`src/rtl/seq_div8by4.sv`:
```
// seq_div8by4: multi-cycle unsigned restoring divider (DIVIDEND_W-bit dividend, DIVISOR_W-bit divisor)
// with valid/ready handshakes on both sides; one quotient bit per cycle, MSB first.
module seq_div8by4 #(
    parameter int DIVIDEND_W = 8,
    parameter int DIVISOR_W  = 4
) (
    input  logic                  clk,
    input  logic                  rst,
    input  logic                  in_valid,
    output logic                  in_ready,
    input  logic [DIVIDEND_W-1:0] dividend,
    input  logic [DIVISOR_W-1:0]  divisor,
    output logic                  out_valid,
    input  logic                  out_ready,
    output logic [DIVIDEND_W-1:0] quotient,
    output logic [DIVISOR_W-1:0]  remainder,
    output logic                  div_by_zero
);
    localparam int CW = (DIVIDEND_W > 1) ? $clog2(DIVIDEND_W) : 1;

    typedef enum logic [1:0] {IDLE, BUSY, DONE} state_t;

    state_t                state;
    logic [DIVIDEND_W-1:0] dq;
    logic [DIVISOR_W-1:0]  dvs;
    logic [DIVISOR_W-1:0]  pr;
    logic [DIVISOR_W:0]    pr_sh;
    logic [DIVISOR_W-1:0]  pr_nx;
    logic [CW-1:0]         cnt;
    logic                  ge;

    assign in_ready = (state == IDLE) && !rst;

    // dq shifts dividend bits out of the top while quotient bits enter at the bottom;
    // the remainder after a successful subtract is always below dvs, so DIVISOR_W bits hold it.
    always_comb begin
        pr_sh = {pr, dq[DIVIDEND_W-1]};
        ge    = pr_sh >= {1'b0, dvs};
        pr_nx = ge ? DIVISOR_W'(pr_sh - {1'b0, dvs}) : pr_sh[DIVISOR_W-1:0];
    end

    always_ff @(posedge clk) begin
        if (rst) begin
            state       <= IDLE;
            dq          <= '0;
            dvs         <= '0;
            pr          <= '0;
            cnt         <= '0;
            out_valid   <= 1'b0;
            quotient    <= '0;
            remainder   <= '0;
            div_by_zero <= 1'b0;
        end else begin
            case (state)
                IDLE: begin
                    if (in_valid) begin
                        dq  <= dividend;
                        dvs <= divisor;
                        pr  <= '0;
                        cnt <= '0;
                        if (divisor == '0) begin
                            state       <= DONE;
                            out_valid   <= 1'b1;
                            quotient    <= '1;
                            remainder   <= '0;
                            div_by_zero <= 1'b1;
                        end else begin
                            state <= BUSY;
                        end
                    end
                end
                BUSY: begin
                    dq  <= {dq[DIVIDEND_W-2:0], ge};
                    pr  <= pr_nx;
                    cnt <= cnt + 1'b1;
                    if (cnt == CW'(DIVIDEND_W - 1)) begin
                        state       <= DONE;
                        out_valid   <= 1'b1;
                        quotient    <= {dq[DIVIDEND_W-2:0], ge};
                        remainder   <= pr_nx;
                        div_by_zero <= 1'b0;
                    end
                end
                DONE: begin
                    if (out_ready) begin
                        state     <= IDLE;
                        out_valid <= 1'b0;
                    end
                end
                default: state <= IDLE;
            endcase
        end
    end
endmodule

```
`config.mk`:
```
export PLATFORM = sky130hd
export DESIGN_NAME = seq_div8by4
export DESIGN_NICKNAME = d
export VERILOG_FILES = /design/src/rtl/seq_div8by4.sv
export SDC_FILE = /design/constraint.sdc
export NUM_CORES = 1
export LEC_CHECK = 0
export ABC_AREA = 1
export CAP_MARGIN = 30
export CORE_MARGIN = 5
export CORE_UTILIZATION = 45
export CTS_BUF_LIST = sky130_fd_sc_hd__clkbuf_16
export DETAILED_ROUTE_END_ITERATION = 8
export PLACE_DENSITY = 0.7
export SYNTH_ARGS = -nofsm -noshare
export SYNTH_HDL_FRONTEND = slang
export SYNTH_SLANG_ARGS = --single-unit
export TNS_END_PERCENT = 1
```
`constraint.sdc`:
```
create_clock -name clk -period 2.2 [get_ports clk]
set_clock_uncertainty 0.15 [all_clocks]
set_input_delay 0.33 -clock clk [delete_from_list [all_inputs] [get_ports clk]]
set_output_delay 0.33 -clock clk [all_outputs]
set_load 0.01 [all_outputs]
```
==> results_dict.tcl, run 1 <==
set metrics [dict create \
    hpwl_mm 2.71 \
    setup_viol 0 \
    initial_core_util 0.466 \
    overflow 0 \
    synth_nets 248 \
    hold_path.class "register to register" \
    postCtsSetupRepairBufs 0 \
    final_nets 278 \
    wirelength_mm 3.75 \
    avgSynthCellArea_um2 7.65 \
    start_kind "primary input" \
    portBuffers 30 \
    hold_viol 0 \
    cp_cell_sequence "clkdlybuf4s50_1 -> nor2_1 -> clkdlybuf4s50_1" \
    die_h_um 71.8 \
    die-area_um2 5160 \
    synth_common_cells "37 x nand2_1, 35 x dfxtp_1, 29 x nor2_1, 23 x inv_1, 18 x a21oi_1" \
    crit_required_ns 1.72 \
    synth_area_leaders "dfxtp_1 41%, nand2_1 8.1%, nor2_1 6.3%, a21oi_1 5.2%, inv_1 5.0%" \
    synth.distinct_cells 30 \
    instances_no_fill 303 \
    detail-route-antenna-nets 0 \
    syn_inst 225 \
    clock-root-buffer "clkbuf_16" \
    path_buf_inv 2 \
    num_antenna_cells 0 \
    clock_sinks 35 \
    placed_area_um2 2010 \
    synth_top_area_frac 0.407 \
    max-slew-margin-rel 0.665 \
    ctsHoldBuffers 0 \
    rsz0062_at_grt "no" \
    ir_worst_vdd_mv 0.615 \
    drtIter0Drc 93 \
    synth-edff-count 0 \
    postLayoutCellArea_um2 2150 \
    tightest_slew_ns 0.501 \
    clk_pin_slew_ns 0.05 \
    cp-end-kind "primary output" \
    synth-async-reset-ratio 0 \
    crit_family "buffers and inverters" \
    grt_first_pass_wirelength_mm 6.27 \
    yosysTopAreaCell "dfxtp_1" \
    internal_power_w 0.00155 \
    max_freq_mhz 504 \
    design.core.area_um2 3690 \
    ys_seq_area_frac 0.407 \
    slowest_delay_ns 0.55 \
    vias 1499 \
    antenna_found_initial 0 \
    drive_gt1_frac 0.118 \
    cts_buffer_depth 2 \
    track_usage 0.151 \
    synthFlopType "dfxtp_1" \
    crit_type "primary input to primary output" \
    status "completed" \
    power_frac_clock 0.272 \
    dp_cells 296 \
    power_frac_comb 0.376 \
    grt_max_degree 22 \
    cts_tree "done" \
    power_density_nw_per_um2 1130 \
    final_util 0.582 \
    swShare 0.359 \
    power.leakage_nw 0.931 \
    io_pins 31 \
    max_cap_viol_count 0 \
    die_x_um 71.8 \
    grt_pass1_vias 1406 \
    worst_path_max_delay_cell "clkdlybuf4s50_1" \
    cp.arrival_ns 1.50 \
    synthMostInstantiatedCell "nand2_1" \
    dr.pass1.iters 4 \
    cp_max_fo 2 \
    h-tree-depth 2 \
    synth_seq_cells 35 \
    drv_slew 0 \
    drc 0 \
    syn_area_um2 1720 \
    yosysWarnings 0 \
    syn_to_final_growth_pct 24.9 \
    whs_ns 0.310 \
    fin_crit_ns 1.98 \
    power_switching_w 0.000869 \
    rows 22 \
    tns_ns 0 \
    gp_congestion 0.863 \
    fillers 368 \
    fin_crit_sh 0.902 \
    clkLatencyLatePin_ns 0.27 \
    avgRoutedWirePerCell_um 12.4 \
    drt-vias-per-instance 4.95 \
    cp_common_cell "clkdlybuf4s50_1" \
    pwr-share-seq 0.353 \
    post_cts_resized 0 \
    cts_buffers 5 \
]
state kept, by name, indices dropped and copies added, names as in the netlist:
name and count:
dq 8, quotient 8, dvs 4, pr 4, remainder 4, cnt 3
state 2, div_by_zero 1, out_valid 1
worst register-to-register path, cell delays in order (launching register included):
cell and delay [ns]:
dfxtp_1 0.32, inv_1 0.06, ha_1 0.35, a21oi_2 0.20
nand2_1 0.07, nand2_1 0.16, nand2_2 0.15, nand3_1 0.14
nand3_1 0.08, nand2_1 0.06, inv_1 0.04
worst paths after layout:
| path | startpoint | to | slack [ns] | depth (start not counted) |
|---|---|---|---|---|
| max reg2reg | dvs[2]$_SDFFE_PP0P_ | pr[0]$_SDFFE_PP0P_ | 0.31 | 10 |
| min reg2reg | dq[1]$_SDFFE_PP0P_ | dq[1]$_SDFFE_PP0P_ | 0.31 | 2 |
| max | rst | in_ready | 0.22 | 3 |
| min | dq[1]$_SDFFE_PP0P_ | dq[1]$_SDFFE_PP0P_ | 0.31 | 2 |
stage by stage:
step                worst slack [ns]  total power [W]
floorplan                      0.533          0.00154
global placement               0.209          0.00175
detailed placement             0.195          0.00177
CTS                            0.211          0.00242
global route                   0.144          0.00259
finish                         0.216          0.00242
layer usage:
metal / wire, um / global-route usage
met5: 0 / 0
met1: 1780 / 0.197
met3: 140 / 0.0351
met2: 1790 / 0.249
met4: 36 / 0.0438
cells in the final DEF (no fill, tap or decap), types with 2 or more instances in the layout:
master and count:
o21ai_1 2, o21ai_0 16, nand2_2 4, clkdlybuf4s50_1 30
or2_2 7, ha_1 6, nand3_1 15, nand2_1 37
buf_4 2, inv_1 23, clkbuf_16 5, nor2_1 29
dfxtp_1 35, inv_2 2, o211ai_1 7, a21oi_1 18
nand4_1 4
power groups by stage:
stage | Combinational (W) | Clock [W] | Sequential [W]
floorplan | 0.000670 | 0 | 0.000875
global placement | 0.000890 | 0 | 0.000861
detailed placement | 0.000903 | 0 | 0.000865
CTS | 0.000911 | 0.000660 | 0.000854
global route | 0.00102 | 0.000698 | 0.000872
finish | 0.000909 | 0.000657 | 0.000853
area by class of cell:
class                           instances  area, um^2  area share
Tap cell                               48        60.1      0.0280
Multi-Input combinational cell        154         830       0.386
Clock buffer                            5         125      0.0582
Inverter                               27         109      0.0507
Timing Repair Buffer                   32         315       0.147
Sequential cell                        35         701       0.326
Clock inverter                          2        8.76     0.00408
cell families after synthesis:
group                    Yosys count  share of synthesized area
AO/OA/AOI/OAI                     45                      0.148
XOR/XNOR                           1                    0.00509
adder cells (fa/ha/maj)            7                     0.0553
buffers and inverters             36                      0.111
flip-flops                        35                      0.407
AND/OR/NAND/NOR                  101                      0.274
No activity file was read; power rests on OpenSTA's default activity.
==> run 2, diff against run 1 <==
--- a/config.mk
+++ b/config.mk
@@ -7,11 +7,13 @@
 export LEC_CHECK = 0
 export ABC_AREA = 1
 export CAP_MARGIN = 30
+export CORE_ASPECT_RATIO = 1.4
 export CORE_MARGIN = 5
 export CORE_UTILIZATION = 45
 export CTS_BUF_LIST = sky130_fd_sc_hd__clkbuf_16
 export DETAILED_ROUTE_END_ITERATION = 8
 export PLACE_DENSITY = 0.7
+export REMOVE_ABC_BUFFERS = 1
 export SYNTH_ARGS = -nofsm -noshare
 export SYNTH_HDL_FRONTEND = slang
 export SYNTH_SLANG_ARGS = --single-unit
==> run 2 against run 1 <==
Worst setup slack improved by 0.052 ns. Clock power rose by 18%. Global-route usage fell by 0.18 points. Cell area rose by 1.0%. First-iteration DRC count fell by 68%. Non-clock buffer count did not move. Critical path depth rose by 1. Total power rose by 4.6%. Die area rose by 0.34%. Register-to-register slack improved by 0.04 ns. Flip-flop and latch count did not move. Critical path type is now register to primary output.
==> results_dict.tcl, run 2 (synthesis results as in run 1) <==
set metrics [dict create \
    fillers 345 \
    cts_tree "done" \
    clock-root-buffer "clkbuf_16" \
    slowest_delay_ns 0.55 \
    timing.rr.start "dvs[2]$_SDFFE_PP0P_" \
    crit_required_ns 1.72 \
    hp-start "dq[4]$_SDFFE_PP0P_" \
    reg2reg_depth 10 \
    cts_buffers 5 \
    tns_ns 0 \
    fin_crit_sh 0.878 \
    final_common_cell "nand2_1" \
    status "completed" \
    grt_first_pass_wirelength_mm 6.37 \
    num_antenna_cells 0 \
    ff_latch_area_um2 701 \
    pwr-share-seq 0.336 \
    die_h_um 83.2 \
    ir_worst_vdd_mv 0.639 \
    h-tree-depth 2 \
    tightest_slew_ns 0.478 \
    power_frac_clock 0.307 \
    drv_slew 0 \
    track_usage 0.149 \
    max_cap_viol_count 0 \
    met3_usage 0.0432 \
    design.core.area_um2 3680 \
    post_cts_resized 0 \
    hpwl_mm 2.64 \
    syn_to_final_growth_pct 26.2 \
    overflow 0 \
    cp_cell_sequence "inv_1 -> nand2_1 -> nor2_1 -> clkdlybuf4s50_1" \
    vias 1531 \
    busiest_layer "met2" \
    grt_pass1_vias 1452 \
    cp_max_fo 4 \
    worst_path_max_delay_cell "clkdlybuf4s50_1" \
    detail-route-antenna-nets 0 \
    dp_cells 290 \
    grt_util_met1 0.161 \
    clock_sinks 35 \
    max_freq_mhz 518 \
    path_buf_inv 2 \
    initial_core_util 0.468 \
    fin_crit_ns 1.93 \
    cp.arrival_ns 1.45 \
    final_nets 278 \
    internal_power_w 0.00167 \
    clkLatencyLatePin_ns 0.28 \
    ctsHoldBuffers 0 \
    die-area_um2 5180 \
    power_frac_comb 0.357 \
    hold_depth 2 \
    setup_viol 0 \
    dr.pass1.iters 4 \
    hold_viol 0 \
    antenna_found_initial 0 \
    power_switching_w 0.000860 \
    rows 26 \
    r2r_slack_ns 0.35 \
    start_kind "register" \
    power.leakage_nw 0.945 \
    grt_max_degree 22 \
    drt-vias-per-instance 5.14 \
    whs_endpoint "dq[4]$_SDFFE_PP0P_" \
    gp_congestion 0.811 \
    reg.largest.list "dq (8), quotient (8)" \
    avgRoutedWirePerCell_um 12.2 \
    cts_buffer_depth 2 \
    drc 0 \
    rsz0062_at_grt "no" \
    power_density_nw_per_um2 1170 \
    crit_type "register to primary output" \
    r2r_end "pr[0]$_SDFFE_PP0P_" \
    multi_input_area_um2 830 \
    postLayoutCellArea_um2 2170 \
    cp-end-kind "primary output" \
    drive_gt1_frac 0.121 \
    final_util 0.591 \
    swShare 0.340 \
    gr-usage-met2 0.269 \
    max-slew-margin-rel 0.681 \
    clk_pin_slew_ns 0.05 \
    instances_no_fill 298 \
    drtIter0Drc 30 \
    crit_family "buffers and inverters" \
    io_pins 31 \
    whs_ns 0.313 \
    portBuffers 30 \
    postCtsSetupRepairBufs 0 \
    die_x_um 62.3 \
    placed_area_um2 2010 \
    wirelength_mm 3.63 \
    hold_path.class "register to register" \
    final_cell_mix "37 x nand2_1, 35 x dfxtp_1, 30 x clkdlybuf4s50_1" \
]
[run 2: cell types whose count changed in the layout (fill, tap and decap cells not counted), sizes merged]
cell	previous run	this run
bufinv	0	1
[run 2: power groups by stage]
stage | logic, W | clock network [W] | registers [W]
floorplan | 0.000590 | 0 | 0.000875
global placement | 0.000898 | 0 | 0.000859
detailed placement | 0.000906 | 0 | 0.000863
CTS | 0.000914 | 0.000788 | 0.000851
global route | 0.00103 | 0.000822 | 0.000867
finish | 0.000903 | 0.000777 | 0.000850
[run 2: cell type report]
class,count,share of cell area
inverter,27,0.0501
multi-input combinational,154,0.382
clock inverter,3,0.0179
sequential,35,0.323
clock buffer,5,0.0576
timing repair buffer,32,0.145
tap,42,0.0242
[run 2: worst min-delay path, stage by stage, from the launching register on]
cell     delay [ns]
dfxtp_1        0.30
nand2_1        0.06
a21oi_1        0.05
[run 2: worst max path at each step]
stage | cells after the start | to | from
detailed placement | 10 | remainder[3]$_SDFFE_PP0P_ | divisor[1]
floorplan | 10 | pr[0]$_SDFFE_PP0P_ | dvs[2]$_SDFFE_PP0P_
global placement | 7 | quotient[1]$_SDFFE_PP0P_ | in_valid
CTS | 4 | in_ready | state[0]$_SDFFE_PP0P_
finish | 4 | in_ready | state[0]$_SDFFE_PP0P_
global route | 4 | in_ready | state[0]$_SDFFE_PP0P_
[run 2: metrics by stage]
step,power [W],setup slack (ns)
final,0.00253,0.268
after global routing,0.00272,0.160
after CTS,0.00255,0.237
after detailed placement,0.00177,0.298
after global placement,0.00176,0.302
after floorplan,0.00146,0.528
[run 2: metal layers]
metal	up-vias	part of all wire
met4	0	0.022
met2	33	0.51
li1	793	-
met5	-	0
met3	9	0.046
met1	696	0.43
